## src/rtl/mux_arb_pkg.sv

```systemverilog
// Shared constants for the 4-requester round-robin mux arbiter.
// Included by the interface, the priority picker and the arbiter top.
package mux_arb_pkg;

  localparam int NUM_REQ = 4;
  localparam int SEL_W   = 2;
  localparam int HOLD_W  = 4;

  // FSM encoding kept as plain constants so legacy code can compare raw bits
  localparam logic [0:0] IDLE  = 1'b0;
  localparam logic [0:0] GRANT = 1'b1;

  function automatic logic [NUM_REQ-1:0] onehot(input logic [SEL_W-1:0] idx);
    onehot = NUM_REQ'(1) << idx;
  endfunction

endpackage

```

## src/rtl/mux4_rr_arbiter_if.sv

```systemverilog
// Request/data/grant bundle between the requesters and the arbiter.
// The master side drives requests and data; the slave side is the arbiter.
interface mux4_rr_arbiter_if;
  import mux_arb_pkg::*;

  logic [NUM_REQ-1:0] req;
  logic [NUM_REQ-1:0] data;
  logic [NUM_REQ-1:0] grant;
  logic [SEL_W-1:0]   sel;
  logic               m;
  logic               busy;

  modport master (output req, data, input grant, sel, m, busy);
  modport slave  (input req, data, output grant, sel, m, busy);

endinterface

```

## src/rtl/mux2to1.sv

```systemverilog
// Single-bit 2:1 multiplexer primitive used to build wider select trees.
module mux2to1 (
  input  logic a,
  input  logic b,
  input  logic s,
  output logic y
);

  assign y = s ? b : a;

endmodule

```

## src/rtl/rr_pick.sv

```systemverilog
// Rotating-priority encoder: first set request bit scanning ptr, ptr+1, ... mod 4.
module rr_pick
  import mux_arb_pkg::*;
(
  input  logic [NUM_REQ-1:0] req,
  input  logic [SEL_W-1:0]   ptr,
  output logic [SEL_W-1:0]   winner,
  output logic               any
);

  logic [SEL_W-1:0] idx;

  // NOTE: every signal assigned in this block gets a default first, so no path leaves it unassigned and no latch is inferred.
  always_comb begin
    winner = '0;
    any    = 1'b0;
    idx    = '0;
    // Scan from the farthest position back to ptr so the closest match is written last and wins.
    for (int i = NUM_REQ - 1; i >= 0; i--) begin
      idx = ptr + SEL_W'(i);
      if (req[idx]) begin
        winner = idx;
        any    = 1'b1;
      end
    end
  end

endmodule

```

## src/rtl/mux4_rr_arbiter.sv

```systemverilog
// Round-robin arbiter for a shared 4:1 single-bit channel with a bounded hold
// time; the selected data bit is registered onto m one cycle behind the grant.
module mux4_rr_arbiter
  import mux_arb_pkg::*;
#(
  parameter int unsigned MAX_HOLD = 8
) (
  input  logic           clk,
  input  logic           resetn,
  mux4_rr_arbiter_if.slave bus
);

  logic [0:0]         state;
  logic [SEL_W-1:0]   ptr;
  logic [HOLD_W-1:0]  hold_cnt;
  logic [NUM_REQ-1:0] grant_q;
  logic [SEL_W-1:0]   sel_q;
  logic               m_q;

  logic [SEL_W-1:0]   winner;
  logic               any;
  logic               mux_lo;
  logic               mux_hi;
  logic               mux_y;
  logic               owner_req;
  logic               hold_left;

  rr_pick u_pick (
    .req    (bus.req),
    .ptr    (ptr),
    .winner (winner),
    .any    (any)
  );

  mux2to1 u_mux_lo (.a(bus.data[0]), .b(bus.data[1]), .s(sel_q[0]), .y(mux_lo));
  mux2to1 u_mux_hi (.a(bus.data[2]), .b(bus.data[3]), .s(sel_q[0]), .y(mux_hi));
  mux2to1 u_mux_y  (.a(mux_lo),      .b(mux_hi),      .s(sel_q[1]), .y(mux_y));

  assign owner_req = bus.req[sel_q];
  assign hold_left = hold_cnt < HOLD_W'(MAX_HOLD);

  // NOTE: state registers use non-blocking assignments so every flop samples pre-edge values, matching the hardware.
  always_ff @(posedge clk or negedge resetn) begin
    if (!resetn) begin
      state    <= IDLE;
      ptr      <= '0;
      hold_cnt <= '0;
      grant_q  <= '0;
      sel_q    <= '0;
      m_q      <= 1'b0;
    end else begin
      m_q <= (|grant_q) ? mux_y : 1'b0;
      case (state)
        IDLE: begin
          if (any) begin
            state    <= GRANT;
            grant_q  <= onehot(winner);
            sel_q    <= winner;
            hold_cnt <= HOLD_W'(1);
          end
        end
        default: begin
          if (owner_req && hold_left) begin
            hold_cnt <= hold_cnt + HOLD_W'(1);
          end else begin
            // Release always costs one idle cycle; the owner drops to last rotation priority.
            state    <= IDLE;
            grant_q  <= '0;
            hold_cnt <= '0;
            ptr      <= sel_q + SEL_W'(1);
          end
        end
      endcase
    end
  end

  assign bus.grant = grant_q;
  assign bus.sel   = sel_q;
  assign bus.m     = m_q;
  assign bus.busy  = (state == GRANT);

endmodule

```

## src/flat_wrapper.sv

```systemverilog
// flat-port wrapper written by rule: the top's interface ports become plain ports
module mux4_rr_arbiter_flat import mux_arb_pkg::*;
#(
  parameter int unsigned MAX_HOLD = 8
)
  (clk, resetn, bus_req, bus_data, bus_grant, bus_sel, bus_m, bus_busy);
  mux4_rr_arbiter_if bus_i ();
  input  logic clk;
  input  logic resetn;
  input wire logic [$bits(bus_i.req)-1:0] bus_req;
  input wire logic [$bits(bus_i.data)-1:0] bus_data;
  output wire logic [$bits(bus_i.grant)-1:0] bus_grant;
  output wire logic [$bits(bus_i.sel)-1:0] bus_sel;
  output wire logic [$bits(bus_i.m)-1:0] bus_m;
  output wire logic [$bits(bus_i.busy)-1:0] bus_busy;
  assign bus_i.req = bus_req;
  assign bus_i.data = bus_data;
  assign bus_grant = bus_i.grant;
  assign bus_sel = bus_i.sel;
  assign bus_m = bus_i.m;
  assign bus_busy = bus_i.busy;
  mux4_rr_arbiter #(.MAX_HOLD(MAX_HOLD)) u_core (.clk(clk), .resetn(resetn), .bus(bus_i));
endmodule
```

## config.mk

```make
export PLATFORM = sky130hd
export DESIGN_NAME = mux4_rr_arbiter_flat
export DESIGN_NICKNAME = d
export VERILOG_FILES = /design/src/rtl/mux_arb_pkg.sv /design/src/rtl/mux4_rr_arbiter_if.sv /design/src/rtl/mux2to1.sv /design/src/rtl/rr_pick.sv /design/src/rtl/mux4_rr_arbiter.sv /design/src/flat_wrapper.sv
export SDC_FILE = /design/constraint.sdc
export NUM_CORES = 1
export LEC_CHECK = 0
export CAP_MARGIN = 20
export CORE_MARGIN = 2
export CORE_UTILIZATION = 50
export DETAILED_ROUTE_END_ITERATION = 12
export HOLD_SLACK_MARGIN = 0.15
export PLACE_DENSITY = 0.83
export SLEW_MARGIN = 40
export SYNTH_ARGS = -nofsm -noshare
export SYNTH_HDL_FRONTEND = slang
export SYNTH_SLANG_ARGS = --single-unit
```

## constraint.sdc

```tcl
create_clock -name clk -period 2.7 [get_ports clk]
set_clock_uncertainty 0.15 [all_clocks]
set_input_delay 0.27 -clock clk [delete_from_list [all_inputs] [get_ports clk]]
set_output_delay 0.27 -clock clk [all_outputs]
set_load 0.005 [all_outputs]
```

# Yosys cells after proc, flatten, opt, wreduce, memory -nomap -nowiden
# Cells that the tools add are included.
[classes]
addsub = 5
n_reduce_logical = 6
n_eq_ne = 1
shifts = 1
n_mux = 31
n_lt_le_gt_ge = 6
bitwise = 2
[op_table]
columns = ["op", "count"]
rows = [
  ["$mux 4", 6],
  ["$mux 1", 16],
  ["$lt 2x3->1 const B", 5],
  ["$bmux 1 s2", 5],
  ["$mux 2", 4],
  ["$reduce_and 2->1", 3],
  ["$add 2x1->2 const B", 2],
  ["$add 2x2->2 const B", 2],
  ["$add 4x1->4 const B", 1],
  ["$lt 4x4->1 const B", 1],
  ["$reduce_or 4->1", 1],
  ["$shl 1x2->4 const A", 1],
  ["$ne 2x2->1 const B", 1],
  ["$not 1->1", 2],
  ["$reduce_bool 2->1", 1],
  ["$logic_and 1x1->1", 1],
]
[totals]
out_inout_bits = 8
register_bits = 14
input_bits = 10
wordCells = 58

# Depth between registers and ports, before layout
[logic_depth]
word_depth = 10
ltp_mapped = 5

# Modules after synthesis
# A second synthesis with hierarchy kept.
[unflattened]
cells_unflattened = 85
hier_area_um2 = 814.5
[modules_own_cells]
columns = ["module", "area_each_um2", "cells_each", "n_inst"]
rows = [
  ["mux4_rr_arbiter", 691.9, 69, 1],
  ["rr_pick", 77.6, 13, 1],
  ["mux2to1", 15.0, 1, 3],
]

# Worst setup path after synthesis
# No wires, ideal clock.
[synth_timing]
kind = "flip-flop to flip-flop"
start = "reg u_core.sel_q[0], in the netlist u_core.bus.sel[0]"
end = "reg u_core.grant_q[1], in the netlist u_core.bus.grant[1]"
synth_period_minus_slack_ps = 1644
required_time_ps = 2429
path_slack_ps = 1056
t_arrival_ps = 1373
setup_time_ps = 121
path_stages_with_launch = 5
path_cell_list = "dfrtp_1 mux4_2 nand3_2 nand2_2 a32o_2"
[synth_via]
elab_chain_cells = 5
[synth_lines]
columns = ["element", "line", "source"]
rows = [
  ["start, declared", "mux4_rr_arbiter.sv:17", "logic [SEL_W-1:0] sel_q;"],
  ["start signal, assigned", "mux4_rr_arbiter.sv:58", "sel_q <= winner;"],
  ["$bmux 1 s2", "mux4_rr_arbiter.sv:39", "assign owner_req = bus.req[sel_q];"],
  ["$mux 1 (implied by the code)", "mux4_rr_arbiter.sv:39", ""],
  ["$logic_and 1x1->1", "mux4_rr_arbiter.sv:63", "if (owner_req && hold_left) begin"],
  ["$ne 2x2->1 (no line)", "-", ""],
  ["$reduce_and 2->1 (no line)", "-", ""],
  ["end signal, assigned", "mux4_rr_arbiter.sv:57", "grant_q <= onehot(winner);"],
  ["end, declared", "mux4_rr_arbiter.sv:16", "logic [NUM_REQ-1:0] grant_q;"],
]
# No other way between the ends. The select of a mux whose other input is x is not followed.
# A chain may end at the register's enable or synchronous reset.

# Worst setup path after layout
[layout_timing]
start = "reg u_core.sel_q[0], in the netlist u_core.bus.sel[0]"
end = "reg u_core.grant_q[3], in the netlist u_core.bus.grant[3]"
# The elaborated chain is that of the path after synthesis.

==> impl_table.tex <==
\begin{tabular}{lr}
\hline
Metric & Value \\
\hline
\multicolumn{2}{l}{\textbf{Routing}} \\
Per-cell routed wire length & approximately 15 um \\
Remaining antenna violation count after routing & 0 \\
Routed via count & 577 \\
Drt initial violations & 11 \\
Number of iterations in the first detailed-routing pass & 3 \\
Drc violations & 0 \\
Via-to-Cell Ratio & between 6 and 7 \\
Total length of routed wires & roughly 1.5 mm \\
\multicolumn{2}{l}{\textbf{Floorplanning}} \\
Std-Cell Rows & 13 \\
Die area & around 1800 um2 \\
Initial cell density of the core & 0.5497 \\
Die W & $\sim$42 um \\
\# IOs & 18 \\
Std-Cell Core Area & 1334 um2 \\
Chip height & 42.30 um \\
\multicolumn{2}{l}{\textbf{Synth}} \\
Gate Count Post-Synth & 64 \\
Count of yosys warnings during synthesis & 0 \\
Synthesized net count & 75 \\
Netlist cell types & 32 \\
Top post-synthesis cells by area & dfrtp\_1, mux4\_1, a32o\_2 \\
Area share of the leading cell type in the synthesized netlist & 0.4778 \\
Post-Synthesis Cell Area & roughly 730 um2 \\
Synthesized area divided by synthesized cell count & around 11 um2 \\
Synth Register Bits & 14 \\
Post-synth top area cell & dfrtp\_1 \\
Sequential element share of the synthesized area & 0.4778 \\
\multicolumn{2}{l}{\textbf{Global route}} \\
Number of global-route vias before repair & $\sim$560 \\
Global-route wire length before repair & approximately 2.5 mm \\
Number of antenna violations at the first check in global routing & 0 \\
Maximum number of pins on one net before global-route repair & 15 \\
GRT Resource Usage Total & 0.1891 \\
Gr ovfl total & 0 \\
\multicolumn{2}{l}{\textbf{Flow run}} \\
Max Cap Viol & 0 \\
\multicolumn{2}{l}{\textbf{Power and ir drop}} \\
Net load switching power & 0.3355 mW \\
Clock Power Share & 0.118 \\
Power density over the cells & 1024 nW/um2 \\
Switching Fraction & 0.3544 \\
Int Power & just over 0.6 mW \\
Leak & 0.4035 nW \\
Relative contribution of combinational cells to total power & 0.458 \\
Worst voltage drop across the vdd grid & around 0.00057 V \\
Sequential share of power & 0.424 \\
\multicolumn{2}{l}{\textbf{Status}} \\
Status & finished clean \\
\multicolumn{2}{l}{\textbf{Clocking}} \\
Number of buffers on the longest clock path & 2 \\
Hold-fix buffers, CTS & 0 \\
Depth of the CTS H-tree & 1 \\
Number of clock buffers inserted by TritonCTS & 3 \\
Post-CTS repair timing setup buffer count & 0 \\
Clock slew seen by the registers of the worst setup and hold paths & 0.08 ns \\
Clock insertion delay at the later pin of the skew report & $\sim$0.27 ns \\
Clock tree from TritonCTS & built \\
Cell at the root of the clock tree & clkbuf\_4 \\
Gates resized, CTS repair & 0 \\
\# clock sinks & 14 \\
\multicolumn{2}{l}{\textbf{Finish}} \\
Layout-stage area growth over the synthesis result & 26.11\% \\
Ant diodes & 0 \\
Area used by sequential logic in the layout & between 300 and 400 um2 \\
Ratio of cells with drive above 1 in the final layout & 0.1481 \\
Fin nets & 94 \\
Commonest cells after routing, fill and taps aside & clkdlybuf4s50\_1, dfrtp\_1, inv\_1, o21ai\_0, nand2\_1 \\
Multi-input gate area in the final layout & 347.8 um2 \\
Fill cell total of the finished layout & roughly 110 \\
Most common cell after layout, fill and taps aside & clkdlybuf4s50\_1 \\
\multicolumn{2}{l}{\textbf{Timing}} \\
Setup Viol. Count Final & 0 \\
Share of the clock period used by the worst path & 0.6637 \\
Number of max-slew violations in the final report & 0 \\
Aggregate negative setup slack & 0 ns \\
Worst-Margin Slew & around 0.63 ns \\
Min Tclk post-route & approximately 1.8 ns \\
Achievable Freq & roughly 0.56 GHz \\
Max-slew headroom at the worst pin & 0.5782 \\
Final hold slack & $\sim$0.23 ns \\
Final Hold Viols & 0 \\
Unrepaired setup endpoints after global routing & false \\
\multicolumn{2}{l}{\textbf{Setup path}} \\
Library cell contributing the largest single delay on the critical path & mux4\_2 \\
Kind of start point of the critical path & register \\
CP cell instances & mux4\_2 -> nand3\_2 -> nand2\_2 -> a32o\_2 \\
Peak per-stage delay on the critical path & slightly below 0.6 ns \\
Crit path arrival time & 1.81 ns \\
Startpoint-to-endpoint class of the critical path & reg2reg \\
Critical Path End Type & register \\
Worst reg-to-reg path cell count & 4 \\
Required @ worst endpoint & about 2.7 ns \\
Critical path peak fanout & 6 \\
\multicolumn{2}{l}{\textbf{Place}} \\
Last weighted congestion value of the routability-driven placer & around 0.80 \\
Post-detail-place hpwl & about 1.1 mm \\
Count of input and output buffers & 17 \\
\multicolumn{2}{l}{\textbf{Hold path}} \\
Min-Delay Path Class & in2async \\
\hline
\end{tabular}
[power by group through the flow]
stage | combinational (mW) | sequential [mW] | clock, mW
2_1_floorplan | 0.296 | 0.374 | 0
3_3_place_gp | 0.425 | 0.400 | 0
3_5_place_dp | 0.436 | 0.405 | 0
4_1_cts | 0.440 | 0.401 | 0.118
5_1_grt | 0.477 | 0.419 | 0.126
6_report | 0.433 | 0.401 | 0.112
[per-stage QoR]
stage	worst slack [ns]	util	instances	area, um2	power, mW
after CTS	0.8991	0.6932	96	924.6	0.9577
after global routing	0.8084	0.6932	96	924.6	1.022
after global placement	0.6989	0.6764	93	902.1	0.8247
final	0.9081	0.6932	96	924.6	0.9466
after detailed placement	0.6679	0.6764	93	902.1	0.8410
after floorplan	1.056	-	64	733.2	0.6707
[critical path: cells and delay by family (launching register included)]
| kind | cells | cell delay [ns] |
|---|---|---|
| compound gates | 1 | 0.22 |
| flops | 1 | 0.50 |
| mux | 1 | 0.59 |
| simple gates | 2 | 0.23 |
[per-layer routing]
layer	track usage	wire length [um]	up-vias
li1	-	-	277
met1	0.2805	705	281
met2	0.2677	654	14
met3	0.03017	55	5
met4	0.09375	38	0
met5	0	0	-
[flip-flops by register name, summed over array words and instances, names as in the netlist]
name / cells
u_core.bus.m: 1
u_core.bus.sel: 2
u_core.bus.grant: 4
u_core.ptr: 2
u_core.bus.busy: 1
u_core.hold_cnt: 4
[final cells by class]
type,count,area share
Clock buffer,3,0.02436
Inverter,4,0.01624
Multi-Input combinational cell,43,0.3762
Sequential cell,14,0.3789
Tap cell,15,0.02030
Timing Repair Buffer,17,0.1840
[path summary, 6_finish.rpt]
kind	from	end	slack, ns
min in group clk	u_core.hold_cnt[2]	u_core.hold_cnt[2]	0.38
max	u_core.bus.sel[0]	u_core.bus.grant[3]	0.91
min reg2reg	u_core.hold_cnt[2]	u_core.hold_cnt[2]	0.38
min	resetn	u_core.bus.sel[1]	0.23
max reg2reg	u_core.bus.sel[0]	u_core.bus.grant[3]	0.91
max in group asynchronous	resetn	u_core.bus.grant[3]	1.76
[cell usage after synthesis]
cell type  number
dfrtp_1        14
inv_1           4
nand2_1         4
o21ai_0         4
nor2_1          3
o22ai_1         3
a21oi_1         2
a32o_2          2
buf_4           2
nor3b_1         2
o21ai_1         2
o2bb2ai_1       2
a21bo_2         1
a21boi_0        1
a21o_1          1
buf_2           1
ha_1            1
mux2_1          1
mux2_2          1
mux2i_1         1
mux4_1          1
mux4_2          1
nand2_2         1
nand2b_2        1
nand3_1         1
nand3_2         1
nor4_2          1
o211a_1         1
o21a_1          1
o22a_1          1
o41a_1          1
xnor2_1         1
[kinds of logic after synthesis]
logic type | after synthesis | share of synthesized area
buffers and inverters | 7 | 0.04776
and+or+nand+nor | 14 | 0.1143
xor gates and xnor gates | 1 | 0.01195
DFF | 14 | 0.4778
AOI/OAI and AO/OA | 22 | 0.2202
adders and majority gates | 1 | 0.01706
muxes | 5 | 0.1109
Note: power is estimated with default switching activity, not from simulation.
==> RTL edit (config.mk and constraints unchanged) <==
Make the reset (`resetn`) synchronous in one clocked block.
--- a/src/rtl/mux4_rr_arbiter.sv
+++ b/src/rtl/mux4_rr_arbiter.sv
@@ -41,5 +41,5 @@
 
   // NOTE: state registers use non-blocking assignments so every flop samples pre-edge values, matching the hardware.
-  always_ff @(posedge clk or negedge resetn) begin
+  always_ff @(posedge clk) begin
     if (!resetn) begin
       state    <= IDLE;
Behaviour: differs if resetn is asserted again (counterexample within 4 cycles, from zero or initial values and one cycle with resetn low); with resetn held inactive, the same outputs for 10 cycles.
==> RTL edit against the original RTL <==
- fmax is 3.4% lower
- utilization is 3.8 points lower
- routed wire length increased by 13%
- via count increased by 23%
- count of clock-buffer cells in the layout is 1 higher
- largest cell class is now multi-input combinational cells
- final area increased by 4.2%
- register-to-register slack improved by 70 ps
- setup slack lost 63 ps
- synthesized area is 4.6% higher
- sequential cell count did not move
- critical endpoint is now u_core.bus.grant[2]$_SDFFE_PN0P_
Power is not compared: it rests on default switching activity, and its combinational part moved more than twofold at a synthesized area within 25%.
==> RTL edit: results (changes against the original RTL) <==
grt_max_degree: 11  # -4
multi_input_gates: 63  # +47%
gp_congestion: 0.814  # +2.0%
synth_xor_area_frac: 0.0114  # -0.000526
r2r-end: "u_core.bus.grant[2]$_SDFFE_PN0P_"
sh_seq_area: 0.291  # -0.0880
async_flop_share: 0  # -1.00
synth_compound_area_frac: 0.230  # +0.00988
syn-num-nets: 95  # +27%
drive_above_1_share: 0.0990  # -0.0491
dr.pass1.iters: 4  # +1
ys.warnings.count: 0  # unchanged
synthTopCellsByCount: "dfxtp_1, nand2_1, a21oi_1, nand2b_1, nor2_1"
hpwl_mm: 1.26  # +11%
tightest_slew_ps: 527  # -103 ps
clk_share: 0.0377  # +0.0133
inv_count: 3  # -1
synth-seq-area-share: 0.365  # -0.112
reg2reg_slack_ps: 980  # +70 ps
grt_pass1_wl_mm: 2.73  # +8.5%
vias: 711  # +23%
routedWlPerCell_um: 14.0  # -7.6%
nets: 113  # +20%
drt_iter0_markers: 15  # +4
ctsResizeCount: 0  # unchanged
multi_input_area_share: 0.462  # +0.0862
buffer_area_frac: 0.177  # -0.00741
hold_class: "register to register"
status: "complete, no violations"
fill_cells: 120  # +13%
synthDistinctLibCells: 37  # +16%
portBuffers: 17  # unchanged
synth_adder_area_share: 0.0163  # -0.000752
design.seq.count: 14  # unchanged
r2r_start: "u_core.bus.sel[0]$_SDFFE_PN0P_"
syn2layout_area_growth_pct: 25.6
placedInstanceArea_um2: 927  # +2.8%
worstPathMaxFanout: 5  # -1
muxShareOfSynthArea: 0.0653  # -0.0457
cts_setup_buffers: 0  # unchanged
first_global_vias: 614  # +10%
worstPathArrival_ps: 1900  # +90 ps
clock_buffers: 4  # +1
yosys-top-cells-area: "dfxtp_1, nand2b_1, a21oi_1"
grt.total_usage: 0.198  # +0.00863
-- RTL edit: cell types whose count changed after synthesis, sizes merged, moves of 4 or more --
| cell | delta |
|---|---|
| o21ai | -4 |
| nand2b | +5 |
| dfxtp | +14 |
| dfrtp | -14 |
| o32ai | +5 |
| a21oi | +5 |
-- RTL edit: worst max-delay path by stage --
| stage | endpoint | slack, ps |
|---|---|---|
| global route | u_core.bus.grant[0]$_SDFFE_PN0P_ | 760 |
| detailed placement | u_core.bus.grant[2]$_SDFFE_PN0P_ | 630 |
| finish | u_core.bus.grant[2]$_SDFFE_PN0P_ | 840 |
| global placement | u_core.bus.grant[2]$_SDFFE_PN0P_ | 660 |
| floorplan | u_core.bus.grant[0]$_SDFFE_PN0P_ | 1270 |
| CTS | bus_sel[0] | 870 |
-- RTL edit: stage by stage --
step	instances	power (uW)	util	hold WS (ps)	setup slack [ps]
2_1_floorplan	84	308	-	293	1270
3_3_place_gp	113	348	0.630	311	657
3_5_place_dp	113	351	0.630	322	628
4_1_cts	117	501	0.655	334	868
5_1_grt	117	526	0.655	362	764
6_report	117	496	0.655	330	845
-- RTL edit: per-layer routing --
metal,track usage,vias to the layer above,wire [um]
met5,0,-,0
met4,0.0727,0,48
met3,0.0638,8,80
met2,0.328,23,815
met1,0.235,327,693
li1,-,353,-
-- RTL edit: power by group --
part / leakage, uW / switching [uW] / internal, uW
clock network: 0.0000210 / 66.4 / 82.0
logic: 0.000197 / 49.5 / 60.5
registers: 0.000114 / 16.9 / 220
-- RTL edit: worst max-delay path, cell delays in order --
cell and delay [ps]:
clkdlybuf4s50_1 490, nor4_2 560, and2_1 300, nor2_1 130, o32ai_1 140
